`src/rtl/axi_lite_pkg.sv`:
```
// Shared types for the two-port AXI-Lite arbiter: write/read FSM state encodings
// and the OKAY response code.
package axi_lite_pkg;

  typedef enum logic [1:0] {
    W_IDLE = 2'd0,
    W_ADDR = 2'd1,
    W_RESP = 2'd2
  } wr_state_t;

  typedef enum logic [1:0] {
    R_IDLE = 2'd0,
    R_ADDR = 2'd1,
    R_DATA = 2'd2
  } rd_state_t;

  localparam int unsigned RESP_OKAY = 0;

endpackage

```
`src/rtl/rr_arb2.sv`:
```
// Two-way round-robin arbiter. The grant index is registered whenever a grant is
// taken (en high and at least one request); the last-grant pointer moves only then.
module rr_arb2 (
  input  logic       clk,
  input  logic       rst_n,
  input  logic [1:0] req,
  input  logic       en,
  output logic       grant
);

  logic last;
  logic winner;

  // On contention the port that did not win last time goes first.
  always_comb begin
    winner = 1'b0;
    case (req)
      2'b01:   winner = 1'b0;
      2'b10:   winner = 1'b1;
      2'b11:   winner = ~last;
      default: winner = 1'b0;
    endcase
  end

  always_ff @(posedge clk) begin
    if (!rst_n) begin
      grant <= 1'b0;
      last  <= 1'b1;
    end else if (en && (req != 2'b00)) begin
      grant <= winner;
      last  <= winner;
    end
  end

endmodule

```
`src/rtl/axi_lite_arbiter.sv`:
```
// Shares one AXI-Lite master port between two slave ports, with independent
// round-robin write and read arbiters (one write and one read in flight at most).
//
// Handshake rule on every channel: a transfer happens on a rising edge where
// valid and ready are both high; a valid, once raised, stays high with a stable
// payload until that edge, and ready may depend combinationally on valid.
module axi_lite_arbiter
  import axi_lite_pkg::*;
#(
  parameter int DATA_WIDTH = 32,
  parameter int ADDR_WIDTH = 8,
  parameter int RESP_WIDTH = 3
) (
  input  logic                    axi_aclk,
  input  logic                    axi_aresetn,
  // slave port 0
  input  logic [ADDR_WIDTH-1:0]   s0_axi_awaddr,
  input  logic                    s0_axi_awvalid,
  output logic                    s0_axi_awready,
  input  logic [DATA_WIDTH-1:0]   s0_axi_wdata,
  input  logic [DATA_WIDTH/8-1:0] s0_axi_wstrb,
  input  logic                    s0_axi_wvalid,
  output logic                    s0_axi_wready,
  output logic [RESP_WIDTH-1:0]   s0_axi_bresp,
  output logic                    s0_axi_bvalid,
  input  logic                    s0_axi_bready,
  input  logic [ADDR_WIDTH-1:0]   s0_axi_araddr,
  input  logic                    s0_axi_arvalid,
  output logic                    s0_axi_arready,
  output logic [DATA_WIDTH-1:0]   s0_axi_rdata,
  output logic [RESP_WIDTH-1:0]   s0_axi_rresp,
  output logic                    s0_axi_rvalid,
  input  logic                    s0_axi_rready,
  // slave port 1
  input  logic [ADDR_WIDTH-1:0]   s1_axi_awaddr,
  input  logic                    s1_axi_awvalid,
  output logic                    s1_axi_awready,
  input  logic [DATA_WIDTH-1:0]   s1_axi_wdata,
  input  logic [DATA_WIDTH/8-1:0] s1_axi_wstrb,
  input  logic                    s1_axi_wvalid,
  output logic                    s1_axi_wready,
  output logic [RESP_WIDTH-1:0]   s1_axi_bresp,
  output logic                    s1_axi_bvalid,
  input  logic                    s1_axi_bready,
  input  logic [ADDR_WIDTH-1:0]   s1_axi_araddr,
  input  logic                    s1_axi_arvalid,
  output logic                    s1_axi_arready,
  output logic [DATA_WIDTH-1:0]   s1_axi_rdata,
  output logic [RESP_WIDTH-1:0]   s1_axi_rresp,
  output logic                    s1_axi_rvalid,
  input  logic                    s1_axi_rready,
  // shared master port
  output logic [ADDR_WIDTH-1:0]   m0_axi_awaddr,
  output logic                    m0_axi_awvalid,
  input  logic                    m0_axi_awready,
  output logic [DATA_WIDTH-1:0]   m0_axi_wdata,
  output logic [DATA_WIDTH/8-1:0] m0_axi_wstrb,
  output logic                    m0_axi_wvalid,
  input  logic                    m0_axi_wready,
  input  logic [RESP_WIDTH-1:0]   m0_axi_bresp,
  input  logic                    m0_axi_bvalid,
  output logic                    m0_axi_bready,
  output logic [ADDR_WIDTH-1:0]   m0_axi_araddr,
  output logic                    m0_axi_arvalid,
  input  logic                    m0_axi_arready,
  input  logic [DATA_WIDTH-1:0]   m0_axi_rdata,
  input  logic [RESP_WIDTH-1:0]   m0_axi_rresp,
  input  logic                    m0_axi_rvalid,
  output logic                    m0_axi_rready,
  // FSM state observation
  output wr_state_t               wr_state,
  output rd_state_t               rd_state
);

  localparam logic [RESP_WIDTH-1:0] OKAY = RESP_WIDTH'(RESP_OKAY);

  wr_state_t w_next;
  rd_state_t r_next;
  logic      wg, rg;
  logic      aw_done, w_done;
  logic      aw_hs, w_hs, b_hs, ar_hs, r_hs;

  logic [ADDR_WIDTH-1:0]   sel_awaddr, sel_araddr;
  logic [DATA_WIDTH-1:0]   sel_wdata;
  logic [DATA_WIDTH/8-1:0] sel_wstrb;
  logic                    sel_wvalid, sel_bready, sel_rready;

  rr_arb2 u_wr_arb (
    .clk   (axi_aclk),
    .rst_n (axi_aresetn),
    .req   ({s1_axi_awvalid, s0_axi_awvalid}),
    .en    (wr_state == W_IDLE),
    .grant (wg)
  );

  rr_arb2 u_rd_arb (
    .clk   (axi_aclk),
    .rst_n (axi_aresetn),
    .req   ({s1_axi_arvalid, s0_axi_arvalid}),
    .en    (rd_state == R_IDLE),
    .grant (rg)
  );

  assign sel_awaddr = wg ? s1_axi_awaddr : s0_axi_awaddr;
  assign sel_wdata  = wg ? s1_axi_wdata  : s0_axi_wdata;
  assign sel_wstrb  = wg ? s1_axi_wstrb  : s0_axi_wstrb;
  assign sel_wvalid = wg ? s1_axi_wvalid : s0_axi_wvalid;
  assign sel_bready = wg ? s1_axi_bready : s0_axi_bready;
  assign sel_araddr = rg ? s1_axi_araddr : s0_axi_araddr;
  assign sel_rready = rg ? s1_axi_rready : s0_axi_rready;

  // Handshakes at the master port, derived from state so no output feeds back.
  assign aw_hs = (wr_state == W_ADDR) && !aw_done && m0_axi_awready;
  assign w_hs  = (wr_state == W_ADDR) && !w_done && sel_wvalid && m0_axi_wready;
  assign b_hs  = (wr_state == W_RESP) && m0_axi_bvalid && sel_bready;
  assign ar_hs = (rd_state == R_ADDR) && m0_axi_arready;
  assign r_hs  = (rd_state == R_DATA) && m0_axi_rvalid && sel_rready;

  always_ff @(posedge axi_aclk) begin
    if (!axi_aresetn) begin
      wr_state <= W_IDLE;
      rd_state <= R_IDLE;
      aw_done  <= 1'b0;
      w_done   <= 1'b0;
    end else begin
      wr_state <= w_next;
      rd_state <= r_next;
      if (wr_state == W_ADDR) begin
        aw_done <= aw_done | aw_hs;
        w_done  <= w_done | w_hs;
      end else begin
        aw_done <= 1'b0;
        w_done  <= 1'b0;
      end
    end
  end

  // Write path: next state and all write-direction outputs.
  always_comb begin
    w_next         = wr_state;
    m0_axi_awaddr  = '0;
    m0_axi_awvalid = 1'b0;
    m0_axi_wdata   = '0;
    m0_axi_wstrb   = '0;
    m0_axi_wvalid  = 1'b0;
    m0_axi_bready  = 1'b0;
    s0_axi_awready = 1'b0;
    s1_axi_awready = 1'b0;
    s0_axi_wready  = 1'b0;
    s1_axi_wready  = 1'b0;
    s0_axi_bvalid  = 1'b0;
    s1_axi_bvalid  = 1'b0;
    s0_axi_bresp   = OKAY;
    s1_axi_bresp   = OKAY;
    case (wr_state)
      W_IDLE: begin
        if (s0_axi_awvalid || s1_axi_awvalid) w_next = W_ADDR;
      end
      W_ADDR: begin
        m0_axi_awaddr  = sel_awaddr;
        m0_axi_awvalid = !aw_done;
        m0_axi_wdata   = sel_wdata;
        m0_axi_wstrb   = sel_wstrb;
        m0_axi_wvalid  = !w_done && sel_wvalid;
        s0_axi_awready = !wg && !aw_done && m0_axi_awready;
        s1_axi_awready =  wg && !aw_done && m0_axi_awready;
        s0_axi_wready  = !wg && !w_done && m0_axi_wready;
        s1_axi_wready  =  wg && !w_done && m0_axi_wready;
        if ((aw_done || aw_hs) && (w_done || w_hs)) w_next = W_RESP;
      end
      W_RESP: begin
        m0_axi_bready = sel_bready;
        if (wg) begin
          s1_axi_bvalid = m0_axi_bvalid;
          s1_axi_bresp  = m0_axi_bresp;
        end else begin
          s0_axi_bvalid = m0_axi_bvalid;
          s0_axi_bresp  = m0_axi_bresp;
        end
        if (b_hs) w_next = W_IDLE;
      end
      default: w_next = W_IDLE;
    endcase
  end

  // Read path: next state and all read-direction outputs.
  always_comb begin
    r_next         = rd_state;
    m0_axi_araddr  = '0;
    m0_axi_arvalid = 1'b0;
    m0_axi_rready  = 1'b0;
    s0_axi_arready = 1'b0;
    s1_axi_arready = 1'b0;
    s0_axi_rvalid  = 1'b0;
    s1_axi_rvalid  = 1'b0;
    s0_axi_rdata   = '0;
    s1_axi_rdata   = '0;
    s0_axi_rresp   = OKAY;
    s1_axi_rresp   = OKAY;
    case (rd_state)
      R_IDLE: begin
        if (s0_axi_arvalid || s1_axi_arvalid) r_next = R_ADDR;
      end
      R_ADDR: begin
        m0_axi_araddr  = sel_araddr;
        m0_axi_arvalid = 1'b1;
        s0_axi_arready = !rg && m0_axi_arready;
        s1_axi_arready =  rg && m0_axi_arready;
        if (ar_hs) r_next = R_DATA;
      end
      R_DATA: begin
        m0_axi_rready = sel_rready;
        if (rg) begin
          s1_axi_rvalid = m0_axi_rvalid;
          s1_axi_rdata  = m0_axi_rdata;
          s1_axi_rresp  = m0_axi_rresp;
        end else begin
          s0_axi_rvalid = m0_axi_rvalid;
          s0_axi_rdata  = m0_axi_rdata;
          s0_axi_rresp  = m0_axi_rresp;
        end
        if (r_hs) r_next = R_IDLE;
      end
      default: r_next = R_IDLE;
    endcase
  end

endmodule
```
`config.mk`:
```
export PLATFORM = sky130hd
export DESIGN_NAME = axi_lite_arbiter
export DESIGN_NICKNAME = d
export VERILOG_FILES = /design/src/rtl/axi_lite_pkg.sv /design/src/rtl/rr_arb2.sv /design/src/rtl/axi_lite_arbiter.sv
export SDC_FILE = /design/constraint.sdc
export NUM_CORES = 1
export LEC_CHECK = 0
export ABC_CLOCK_PERIOD_IN_PS = 1560
export CAP_MARGIN = 20
export CELL_PAD_IN_SITES_DETAIL_PLACEMENT = 0
export CELL_PAD_IN_SITES_GLOBAL_PLACEMENT = 1
export CORE_UTILIZATION = 13
export CTS_CLUSTER_SIZE = 10
export DETAILED_ROUTE_END_ITERATION = 10
export GPL_TIMING_DRIVEN = 0
export PLACE_DENSITY = 0.9
export REMOVE_ABC_BUFFERS = 1
export SLEW_MARGIN = 20
export SYNTH_ARGS = -nofsm -noshare
export SYNTH_HDL_FRONTEND = slang
export SYNTH_SLANG_ARGS = --single-unit
```
`constraint.sdc`:
```
create_clock -name axi_aclk -period 1.56 [get_ports axi_aclk]
set_clock_uncertainty 0.1 [all_clocks]
set_input_delay 0.156 -clock axi_aclk [delete_from_list [all_inputs] [get_ports axi_aclk]]
set_output_delay 0.156 -clock axi_aclk [all_outputs]
set_load 0.05 [all_outputs]
```
Word level (Yosys, flattened, before mapping). Index checks and enable logic that the tools add are counted.

Register bits after elaboration: 10. Output and inout port bits: 147. Input bits: 159. Word-level logic and storage cells: 117.

Bitwise logic cells: 4. Muxes and demuxes: 52. Eq/ne operators: 14. Reduce and logical (&&, ||, !) cells: 39.

Operators by type and width (count): 2-to-1 mux 32 bit (6); 2-to-1 mux 8 bit (4); logical AND 1 bit (24); 2-to-1 mux 3 bit (8); 2-to-1 mux 1 bit (22); == test 2 bit (second input constant) (6); 2-to-1 mux 2 bit (6); one-hot mux 2 bit (3 select lines) (2); inequality test 2 bit (second input constant) (5); 2-to-1 mux 4 bit (2); AND reduction 3 bit (2); == test 2 x 1 -> 1 bit (second input constant) (2); zero test 1 bit (4); zero test 2 bit (2); logical OR 1 bit (4); one-hot mux 1 bit (2 select lines) (2); nonzero test 2 bit (2); inequality test 2 x 1 -> 1 bit (second input constant) (1); inverter 1 bit (2); bitwise OR 1 bit (2); AND reduction 2 bit (1).

Logic depth before layout (Yosys ltp). Gate-level depths: netlist of run 1.

Word-level depth: 8. Depth in mapped cells: 4. Gate-level depth less buffers: 3.

By module. A second synthesis of run 1 with hierarchy kept.

Cells, all modules: 272. Area, all modules: 1899.3 µm².

Modules (own cells, without submodules): axi_lite_arbiter (times used 1, seq. area each 120.1 µm², area each 1744.2 µm², cells each 254); rr_arb2 (times used 2, seq. area each 40.0 µm², area each 77.6 µm², cells each 9).

Worst setup path before layout of run 1. Ideal clock, no wire load.

Path type: flip-flop to output port. Start: register wr_state[0]. End: output s0_axi_awready. Path buffers: 1. Required time: 1.304 ns. Cell stages (with the launch flop): 4. Slack: -1.311 ns. Data arrival time: 2.615 ns. Cells stage by stage: dfxtp_1 > nand2b_4 > buf_4 > nor4b_1.

Cells in the longest elaborated chain, start to end: 2.

RTL lines: start, declared (RTL line axi_lite_arbiter.sv:71) `output wr_state_t wr_state,`; start signal, assigned (RTL line axi_lite_arbiter.sv:126) `wr_state <= w_next;`; == test 2 x 1 -> 1 bit (RTL line axi_lite_arbiter.sv:155) `case (wr_state)`; 2-to-1 mux 1 bit (RTL line axi_lite_arbiter.sv:155); end, declared (RTL line axi_lite_arbiter.sv:19) `output logic s0_axi_awready,`.

Every way passes these cells.

Worst setup path in the final report of run 1.
Start: register rd_state[0]. End: output s0_axi_rdata[22].

Cells in the longest elaborated chain, start to end: 2.

RTL lines: start, declared (RTL line axi_lite_arbiter.sv:72) `output rd_state_t rd_state`; start signal, assigned (RTL line axi_lite_arbiter.sv:127) `rd_state <= r_next;`; == test 2 bit (RTL line axi_lite_arbiter.sv:200) `case (rd_state)`; 2-to-1 mux 32 bit (RTL line axi_lite_arbiter.sv:200); end, declared (RTL line axi_lite_arbiter.sv:30) `output logic [DATA_WIDTH-1:0] s0_axi_rdata,`.

Every way passes these cells.

==> flow_summary_export.csv, run 1 <==
group,metric,value,unit
status,status,"finished, violations left",
status,violations,"DRC, setup timing",
worst_setup_path,worstPathRequired,1300,ps
layout,mostFrequentLayoutCell,"clkdlybuf4s50_1",
cts,path_clk_slew,40,ps
worst_setup_path,crit_path_end_kind,"output pin",
worst_setup_path,critPathMaxFanout,8,
placement,routabilityCongestion,0.747,
synth,synth_ff_type,"dfxtp_1",
worst_setup_path,rrSetupSlack,70,ps
power_and_ir_drop,p_per_area,449,nW/µm²
cts,cts_htree_levels,1,
timing,setup_viol,117,
routing,dr.first_iter.drc_count,91,
power_and_ir_drop,p_leak,2.84,nW
layout,antenna_cells,0,
synth,syn_area,1960,µm²
synth,ys_seq_elements,10,
layout,instances_no_fill,811,
placement,place_inst,746,
worst_setup_path,worst-setup-path-type,"reg -> out",
grt,antenna_found_initial,0,
grt,overflow,0,
floorplan,die_h,125,µm
synth,synth_edf_count,0,
worst_setup_path,reg2regPathDepth,5,
layout,layout-drive-gt1-share,49.4,%
timing,worst_slack,-174,ps
timing,min_period_over_period,111,%
synth,syn_area_per_cell,7.09,µm²
synth,seq_area_frac_synth,10.2,%
synth,ys_warn_count,0,
run,cap_violations,0,
worst_hold_path,timing.hold.worst_path_depth,1,
worst_setup_path,timing.rr.end,"w_done$_SDFF_PN0_",
routing,vias,3308,
floorplan,die_w,125,µm
cts,tritoncts,"yes",
synth,synth_cell_types,34,
routing,wirelength,13700,µm
floorplan,die_area,15600,µm²
timing,clock.fmax,577,MHz
layout,final_nets,787,
floorplan,rows,44,
grt,grt_pass1_vias,3404,
worst_setup_path,crit_arrival,1480,ps
floorplan,core_area,14600,µm²
timing,tightest_slew,500,ps
floorplan,io_pins,306,
power_and_ir_drop,power.total,0.00300,W
worst_setup_path,cpMaxStageDelayCell,"dfxtp_4",
floorplan,start_util,13.4,%
cts,postCtsHoldBufs,0,
cts,ctsLongestPathBuffers,2,
routing,ant_nets,0,
worst_setup_path,endpoint,"s0_axi_rdata[22]",
worst_setup_path,r2r-start,"u_wr_arb.grant$_SDFFE_PN0P_",
timing,drv_slew,0,
routing,first_pass_iters,7,
power_and_ir_drop,ir_drop,236,µV
cts,clockRootBuffer,"clkbuf_16",
worst_setup_path,setup.worst_path.start,"rd_state[0]$_SDFFE_PN0P_",
timing,rsz0062_at_grt,"yes",
placement,hpwlAfterDp,8850,µm
routing,route.detailed.drc,46,
routing,wl_per_cell,16.9,µm
worst_setup_path,crit_chain,"nand2b_4 -> nor2_4 -> buf_12 -> clkbuf_16 -> and2_4 -> buf_8",
layout,layout_common_cells,"clkdlybuf4s50_1 (158), buf_6 (82), and2_4 (59)",
worst_setup_path,critPathMaxStageDelay,340,ps
grt,grt_pass1_wl,19600,µm
timing,timing.final.crit_period,1730,ps
grt,grt.total_usage,16.5,%
timing,relSlewSlack,66.8,%
grt,grt_max_degree,19,
cts,cts_sinks,10,
cts,cts_made_buffers,3,
timing,final_hold_viol_count,0,
worst_hold_path,hold_path.class,"reg -> reg",
cts,insertion_delay,230,ps
placement,port_buffers,305,
synth,synthArstFlopShare,0,%
synth,synthCells,277,
routing,vias_per_cell,4.08,
layout,area_growth,241,%
worst_setup_path,worstSetupStartpointType,"flip-flop",
timing,final.setup.tns,-8990,ps
state kept, by name (all words and copies together) (netlist names):
signal,cells
u_rd_arb.last,1
wr_state,2
u_rd_arb.grant,1
rd_state,2
aw_done,1
w_done,1
u_wr_arb.last,1
u_wr_arb.grant,1
cell families (layout without fill, tap and decap cells):
family	count (synthesis)	in the layout	synth area share (%)
AND/OR/NAND/NOR	175	180	47.8
multiplexers	55	55	28.0
buffers and inverters	26	371	9.11
AO/OA/AOI/OAI	11	11	4.84
flip-flops	10	10	10.2
report_power, final:
group / leakage (nW) / switching [W] / internal, W / total (W)
sequential: 0.0863 / 0.0000356 / 0.000274 / 0.000310
combinational: 2.72 / 0.00113 / 0.00110 / 0.00223
clock: 0.0382 / 0.000119 / 0.000343 / 0.000462
total: 2.84 / 0.00129 / 0.00171 / 0.00300
timing repair:
action | in CTS | in global routing
gates cloned | 10 | 2
gates resized for setup | 1065 | 148
pin swaps | 9 | 34
hold endpoints to repair | 0 | 0
endpoints found under the setup margin | 151 | 132
buffers inserted | 42 | 10
routing by layer:
layer  routed length, µm  part of all wire [%]  GRT usage [%]  vias to the layer above
met2                7720                    56           34.0                      182
met4                  46                  0.33           2.58                        0
met5                   0                     0              0                        -
met3                1060                   7.7           4.17                        2
li1                    -                     -              -                     1616
met1                4910                    36           16.7                     1508
worst min-delay path by stage:
stage                                           from                         end  slack (ps)
after CTS                 u_wr_arb.last$_SDFFE_PN1P_  u_wr_arb.last$_SDFFE_PN1P_         400
after global placement    u_wr_arb.last$_SDFFE_PN1P_  u_wr_arb.last$_SDFFE_PN1P_         380
after global routing      u_wr_arb.last$_SDFFE_PN1P_  u_wr_arb.last$_SDFFE_PN1P_         420
after floorplan                          axi_aresetn  u_rd_arb.last$_SDFFE_PN1P_         140
final                     u_wr_arb.last$_SDFFE_PN1P_  u_wr_arb.last$_SDFFE_PN1P_         400
after detailed placement  u_wr_arb.last$_SDFFE_PN1P_  u_wr_arb.last$_SDFFE_PN1P_         390
critical path, delay by kind of cell, from the launching register on:
kind	cells	cell delay, ps
and+or+nand+nor	3	470
DFF	1	340
buffers and inverters	3	420
through the flow:
stage	cell area, µm²	hold slack (ps)	setup WS (ps)	util, %
2_1_floorplan	1800	145	-1930	-
3_3_place_gp	5090	384	-2660	34.7
3_5_place_dp	5120	389	-1260	35.0
4_1_cts	6130	397	-185	41.9
5_1_grt	6690	424	-223	45.7
6_report	6690	396	-174	45.7
area by class of cell:
| type | count | area (µm²) |
|---|---|---|
| Tap cell | 184 | 230 |
| Timing Repair Buffer | 362 | 4140 |
| Clock buffer | 4 | 78.8 |
| Fill cell | 1367 | 7950 |
| Sequential cell | 10 | 223 |
| Inverter | 5 | 18.8 |
| Multi-Input combinational cell | 246 | 2000 |
synth_stat cells (2+ instances only):
library cell	number	area (µm²)
nor2_1	64	240
inv_1	4	15.0
nand2_1	9	33.8
nor3_1	5	25.0
mux2i_1	55	551
nor2b_1	4	25.0
nor2_4	2	22.5
buf_4	8	60.1
clkbuf_1	2	7.51
buf_2	5	25.0
and2_1	72	450
a32oi_1	2	17.5
and3_1	2	12.5
o211ai_1	2	15.0
dfxtp_1	10	200
nand2b_1	7	43.8
buf_6	6	67.6
or3b_1	2	17.5
Power figures use the tool's default switching activity.
==> inputs of run 2 (changes only) <==
--- a/config.mk
+++ b/config.mk
@@ -9,6 +9,7 @@
 export CAP_MARGIN = 20
 export CELL_PAD_IN_SITES_DETAIL_PLACEMENT = 0
 export CELL_PAD_IN_SITES_GLOBAL_PLACEMENT = 1
+export CORE_MARGIN = 3
 export CORE_UTILIZATION = 13
 export CTS_CLUSTER_SIZE = 10
 export DETAILED_ROUTE_END_ITERATION = 10
==> flow_summary_export.csv, run 2 (same netlist as run 1, synthesis figures left out) <==
group,metric,value,unit
worst_hold_path,hp-start,"rd_state[0]$_SDFFE_PN0P_",
cts,cts_htree_levels,1,
grt,grt_busiest_layer,"met2",
routing,wirelength,13600,µm
status,status,"finished, violations left",
floorplan,start_util,13.4,%
timing,min_period_over_period,108,%
timing,drv_slew,0,
layout,antenna_cells,0,
floorplan,core_area,14600,µm²
routing,dr.first_iter.drc_count,42,
routing,vias_per_cell,4.18,
worst_setup_path,critPathMaxFanout,5,
worst_setup_path,timing.rr.end,"u_rd_arb.grant$_SDFFE_PN0P_",
timing,setup_viol,116,
worst_setup_path,worst-setup-path-type,"reg -> out",
worst_setup_path,crit_path_end_kind,"output pin",
cts,clockRootBuffer,"clkbuf_16",
worst_hold_path,timing.hold.worst_path_depth,1,
layout,largest_registers,"rd_state x2, wr_state x2",
cts,cts_sinks,10,
routing,ant_nets,0,
layout,layout_common_cells,"clkdlybuf4s50_1 (158), buf_6 (75), nor2_1 (58)",
layout,utilization,42.0,%
worst_hold_path,hold_end,"rd_state[1]$_SDFFE_PN0P_",
timing,relSlewSlack,65.5,%
grt,met2_usage,26.6,%
timing,final_hold_viol_count,0,
worst_setup_path,crit_arrival,1420,ps
placement,hpwlAfterDp,9140,µm
worst_setup_path,rrSetupSlack,130,ps
power_and_ir_drop,ir_drop,214,µV
layout,area_growth,213,%
worst_setup_path,worstPathRequired,1300,ps
placement,dp_slack,-1340,ps
grt,grt_max_degree,24,
cts,postCtsHoldBufs,0,
floorplan,die_h,129,µm
floorplan,rows,44,
placement,routabilityCongestion,0.741,
cts,tritoncts,"yes",
floorplan,die_area,16600,µm²
worst_setup_path,worstSetupStartpointType,"flip-flop",
power_and_ir_drop,p_leak,2.60,nW
grt,grt_use_met1,14.3,%
grt,antenna_found_initial,0,
floorplan,io_pins,306,
power_and_ir_drop,switching_power,0.00125,W
power_and_ir_drop,swShare,44.3,%
timing,final.setup.tns,-6260,ps
timing,hold-worst-slack,359,ps
routing,route.detailed.drc,0,
cts,path_clk_slew,40,ps
routing,wl_per_cell,17.3,µm
status,violations,"setup timing",
placement,port_buffers,305,
cts,cts_made_buffers,3,
grt,grt_pass1_vias,3269,
power_and_ir_drop,clockPowerShare,16.5,%
power_and_ir_drop,power.total,0.00281,W
worst_setup_path,reg2regPathDepth,5,
power_and_ir_drop,p_int,0.00157,W
timing,timing.final.crit_period,1680,ps
run,cap_violations,0,
routing,vias,3276,
floorplan,die_w,129,µm
power_and_ir_drop,p_per_area,457,nW/µm²
routing,first_pass_iters,4,
power_and_ir_drop,seqPwrFrac,11.1,%
cts,ctsLongestPathBuffers,2,
grt,grt.total_usage,13.5,%
layout,final_nets,760,
worst_hold_path,hold_path.class,"reg -> reg",
grt,grt_pass1_wl,17700,µm
timing,tightest_slew,517,ps
layout,mostFrequentLayoutCell,"clkdlybuf4s50_1",
grt,met3_usage,4.15,%
layout,nFillCells,1443,
timing,rsz0062_at_grt,"yes",
timing,clock.fmax,596,MHz
timing,worst_slack,-118,ps
layout,layout-drive-gt1-share,42.2,%
worst_setup_path,r2r-start,"rd_state[0]$_SDFFE_PN0P_",
cts,insertion_delay,240,ps
power_and_ir_drop,pwr-share-comb,72.4,%
grt,overflow,0,
[run 2: area by class of cell]
type,count,area [µm²],area share [%]
Sequential cell,10,223,3.62
Tap cell,184,230,3.75
Clock buffer,4,78.8,1.28
Timing Repair Buffer,334,3700,60.2
Multi-Input combinational cell,247,1890,30.8
Inverter,5,18.8,0.305
[run 2: per-layer routing]
metal | up-vias | wire, µm
li1 | 1567 | -
met1 | 1511 | 4900
met2 | 194 | 7350
met3 | 4 | 1250
met4 | 0 | 72
met5 | - | 0
[run 2: repair_timing]
| action | in CTS | in global routing |
|---|---|---|
| pin swaps | 13 | 18 |
| gates resized for setup | 904 | 226 |
| cloned | 6 | 6 |
| endpoints found under the setup margin | 151 | 148 |
| buffers inserted | 13 | 10 |
| hold endpoints to repair | 0 | 0 |
[run 2: worst max path at each step]
stage | from | endpoint | cells after the start
floorplan | u_wr_arb.grant$_SDFFE_PN0P_ | m0_axi_wvalid | 2
global placement | u_wr_arb.grant$_SDFFE_PN0P_ | s1_axi_bresp[2] | 3
detailed placement | u_rd_arb.grant$_SDFFE_PN0P_ | s1_axi_rdata[4] | 4
CTS | rd_state[1]$_SDFFE_PN0P_ | m0_axi_arvalid | 3
global route | rd_state[0]$_SDFFE_PN0P_ | s1_axi_rdata[20] | 6
finish | rd_state[0]$_SDFFE_PN0P_ | s1_axi_rdata[20] | 6
[run 2: worst max-delay path: stages (launching register included)]
cell	delay, ps
dfxtp_4	340
nand2b_4	200
nor2_4	150
buf_12	130
buf_6	90
and2_4	140
buf_8	140
[run 2: stage by stage]
| stage | area (µm²) | std cells |
|---|---|---|
| floorplan | 1800 | 256 |
| global placement | 5090 | 745 |
| detailed placement | 5120 | 746 |
| CTS | 5640 | 769 |
| global route | 6150 | 784 |
| finish | 6150 | 784 |
[run 2: power by group through the flow]
stage / sequential [W] / clock, W / combinational [W]
after global placement: 0.000361 / 0 / 0.00169
after floorplan: 0.000365 / 0 / 0.000874
after detailed placement: 0.000326 / 0 / 0.00172
final: 0.000312 / 0.000464 / 0.00204
after global routing: 0.000316 / 0.000493 / 0.00214
after CTS: 0.000317 / 0.000477 / 0.00184
==> inputs of run 3 (changes only) <==
--- a/config.mk
+++ b/config.mk
@@ -16,7 +16,7 @@
 export GPL_TIMING_DRIVEN = 0
 export PLACE_DENSITY = 0.9
 export REMOVE_ABC_BUFFERS = 1
-export SLEW_MARGIN = 20
+export SKIP_CTS_REPAIR_TIMING = 1
 export SYNTH_ARGS = -nofsm -noshare
 export SYNTH_HDL_FRONTEND = slang
 export SYNTH_SLANG_ARGS = --single-unit
==> flow_summary_export.csv, run 3 (same netlist as run 1, synthesis figures left out) <==
group,metric,value,unit
status,status,"finished, violations left",
status,violations,"setup timing",
grt,grt_use_met1,12.2,%
grt,grt_pass1_vias,2994,
worst_setup_path,worstSetupStartpointType,"flip-flop",
layout,antenna_cells,0,
placement,routabilityCongestion,0.741,
floorplan,die_w,129,µm
worst_setup_path,setup.worst_path.start,"rd_state[0]$_SDFFE_PN0P_",
cts,insertion_delay,230,ps
floorplan,die_h,129,µm
grt,grt_max_degree,54,
floorplan,rows,44,
floorplan,start_util,13.4,%
timing,relSlewSlack,63.9,%
routing,vias_per_cell,4.15,
routing,first_pass_iters,4,
routing,vias,3392,
power_and_ir_drop,clockPowerShare,16.1,%
power_and_ir_drop,pwr-share-comb,72.9,%
power_and_ir_drop,p_int,0.00162,W
layout,area_growth,222,%
power_and_ir_drop,power.total,0.00287,W
worst_hold_path,hold_path.class,"reg -> reg",
run,cap_violations,0,
worst_setup_path,critPathMaxFanout,7,
power_and_ir_drop,seqPwrFrac,11.0,%
timing,clock.fmax,563,MHz
worst_hold_path,hp-start,"rd_state[0]$_SDFFE_PN0P_",
timing,setup_viol,116,
cts,cts_made_buffers,3,
routing,wirelength,13600,µm
routing,dr.first_iter.drc_count,52,
timing,final_hold_viol_count,0,
worst_setup_path,crit_arrival,1520,ps
power_and_ir_drop,p_per_area,454,nW/µm²
grt,grt_pass1_wl,15500,µm
layout,layout-drive-gt1-share,44.4,%
worst_setup_path,worstPathRequired,1300,ps
timing,drv_slew,0,
grt,overflow,0,
cts,tritoncts,"yes",
placement,dp_slack,-1340,ps
worst_setup_path,crit_chain,"nand2b_4 -> nor2_4 -> buf_4 -> buf_6 -> and2_4 -> buf_8",
routing,wl_per_cell,16.7,µm
power_and_ir_drop,ir_drop,220,µV
layout,layout_common_cells,"clkdlybuf4s50_1 (158), buf_6 (101), nor2_1 (53)",
worst_setup_path,crit_path_end_kind,"output pin",
cts,cts_htree_levels,1,
placement,hpwlAfterDp,9090,µm
cts,clockRootBuffer,"clkbuf_16",
power_and_ir_drop,swShare,43.8,%
layout,final_nets,793,
worst_setup_path,r2r-start,"u_wr_arb.grant$_SDFFE_PN0P_",
worst_setup_path,cpMaxStageDelayCell,"dfxtp_4",
grt,grt_busiest_layer,"met2",
layout,mostFrequentLayoutCell,"clkdlybuf4s50_1",
routing,route.detailed.drc,0,
timing,tightest_slew,540,ps
worst_setup_path,critPathMaxStageDelay,350,ps
grt,met2_usage,22.4,%
timing,min_period_over_period,114,%
floorplan,die_area,16600,µm²
power_and_ir_drop,switching_power,0.00126,W
layout,largest_registers,"rd_state x2, wr_state x2",
grt,antenna_found_initial,0,
cts,ctsLongestPathBuffers,2,
timing,timing.final.crit_period,1780,ps
cts,cts_sinks,10,
layout,design_area,6330,µm²
floorplan,io_pins,306,
power_and_ir_drop,p_leak,2.79,nW
timing,worst_slack,-216,ps
placement,placed_cell_area,5090,µm²
grt,grt.total_usage,11.6,%
grt,met3_usage,4.15,%
cts,path_clk_slew,40,ps
floorplan,core_area,14600,µm²
timing,rsz0062_at_grt,"yes",
placement,port_buffers,305,
worst_setup_path,worst-setup-path-type,"reg -> out",
routing,ant_nets,0,
==> run 3: cell types whose count changed in the layout (fill, tap and decap cells not counted), moves of 3 or more <==
| cell | change |
|---|---|
| and2_4 | -11 |
| nor2_1 | -5 |
| and2_1 | +11 |
| dlymetal6s2s_1 | +3 |
| buf_8 | -14 |
| buf_6 | +26 |
| buf_12 | -4 |
| mux2i_2 | +3 |
| buf_4 | +21 |
| nor2_4 | +4 |
==> run 3: path summary, 6_finish.rpt <==
kind	endpoint	slack [ps]	cells after the start
setup / recovery	s0_axi_rdata[5]	-220	6
hold / removal	rd_state[1]$_SDFFE_PN0P_	390	1
setup reg to reg	w_done$_SDFF_PN0_	50	5
hold reg to reg	rd_state[1]$_SDFFE_PN0P_	390	1
==> run 3: cell type report <==
cell class | instances | area [µm²]
inverters | 5 | 18.8
well taps | 184 | 230
repair buffers | 366 | 3880
multi-input cells | 248 | 1900
fillers | 1444 | 8320
flip-flops and latches | 10 | 223
clock buffers | 4 | 78.8
==> run 3: through the flow <==
step / hold slack, ps / util, % / setup TNS, ps / cells
floorplan: 145 / - / -122150 / 256
global placement: 386 / 34.7 / -218110 / 745
detailed placement: 391 / 34.8 / -127580 / 745
CTS: 397 / 35.3 / -164470 / 749
global route: 421 / 43.2 / -20400 / 817
finish: 391 / 43.2 / -13340 / 817
==> run 3: metal layers <==
layer,vias up,routed length [µm]
met5,-,0
met4,0,104
met3,6,1160
met2,194,7350
met1,1559,5020
li1,1633,-
==> run 3: critical path: cells and delay by family (launching register included) <==
kind,cells,cell delay (ps)
AND/OR/NAND/NOR,3,550
buffers and inverters,3,370
flip-flops,1,350
==> run 3: power groups by stage <==
stage          Clock (W)  Combinational [W]  Sequential [W]
2_1_floorplan          0           0.000874        0.000365
3_3_place_gp           0            0.00169        0.000361
3_5_place_dp           0            0.00168        0.000361
4_1_cts         0.000480            0.00169        0.000356
5_1_grt         0.000488            0.00220        0.000320
6_report        0.000464            0.00210        0.000315
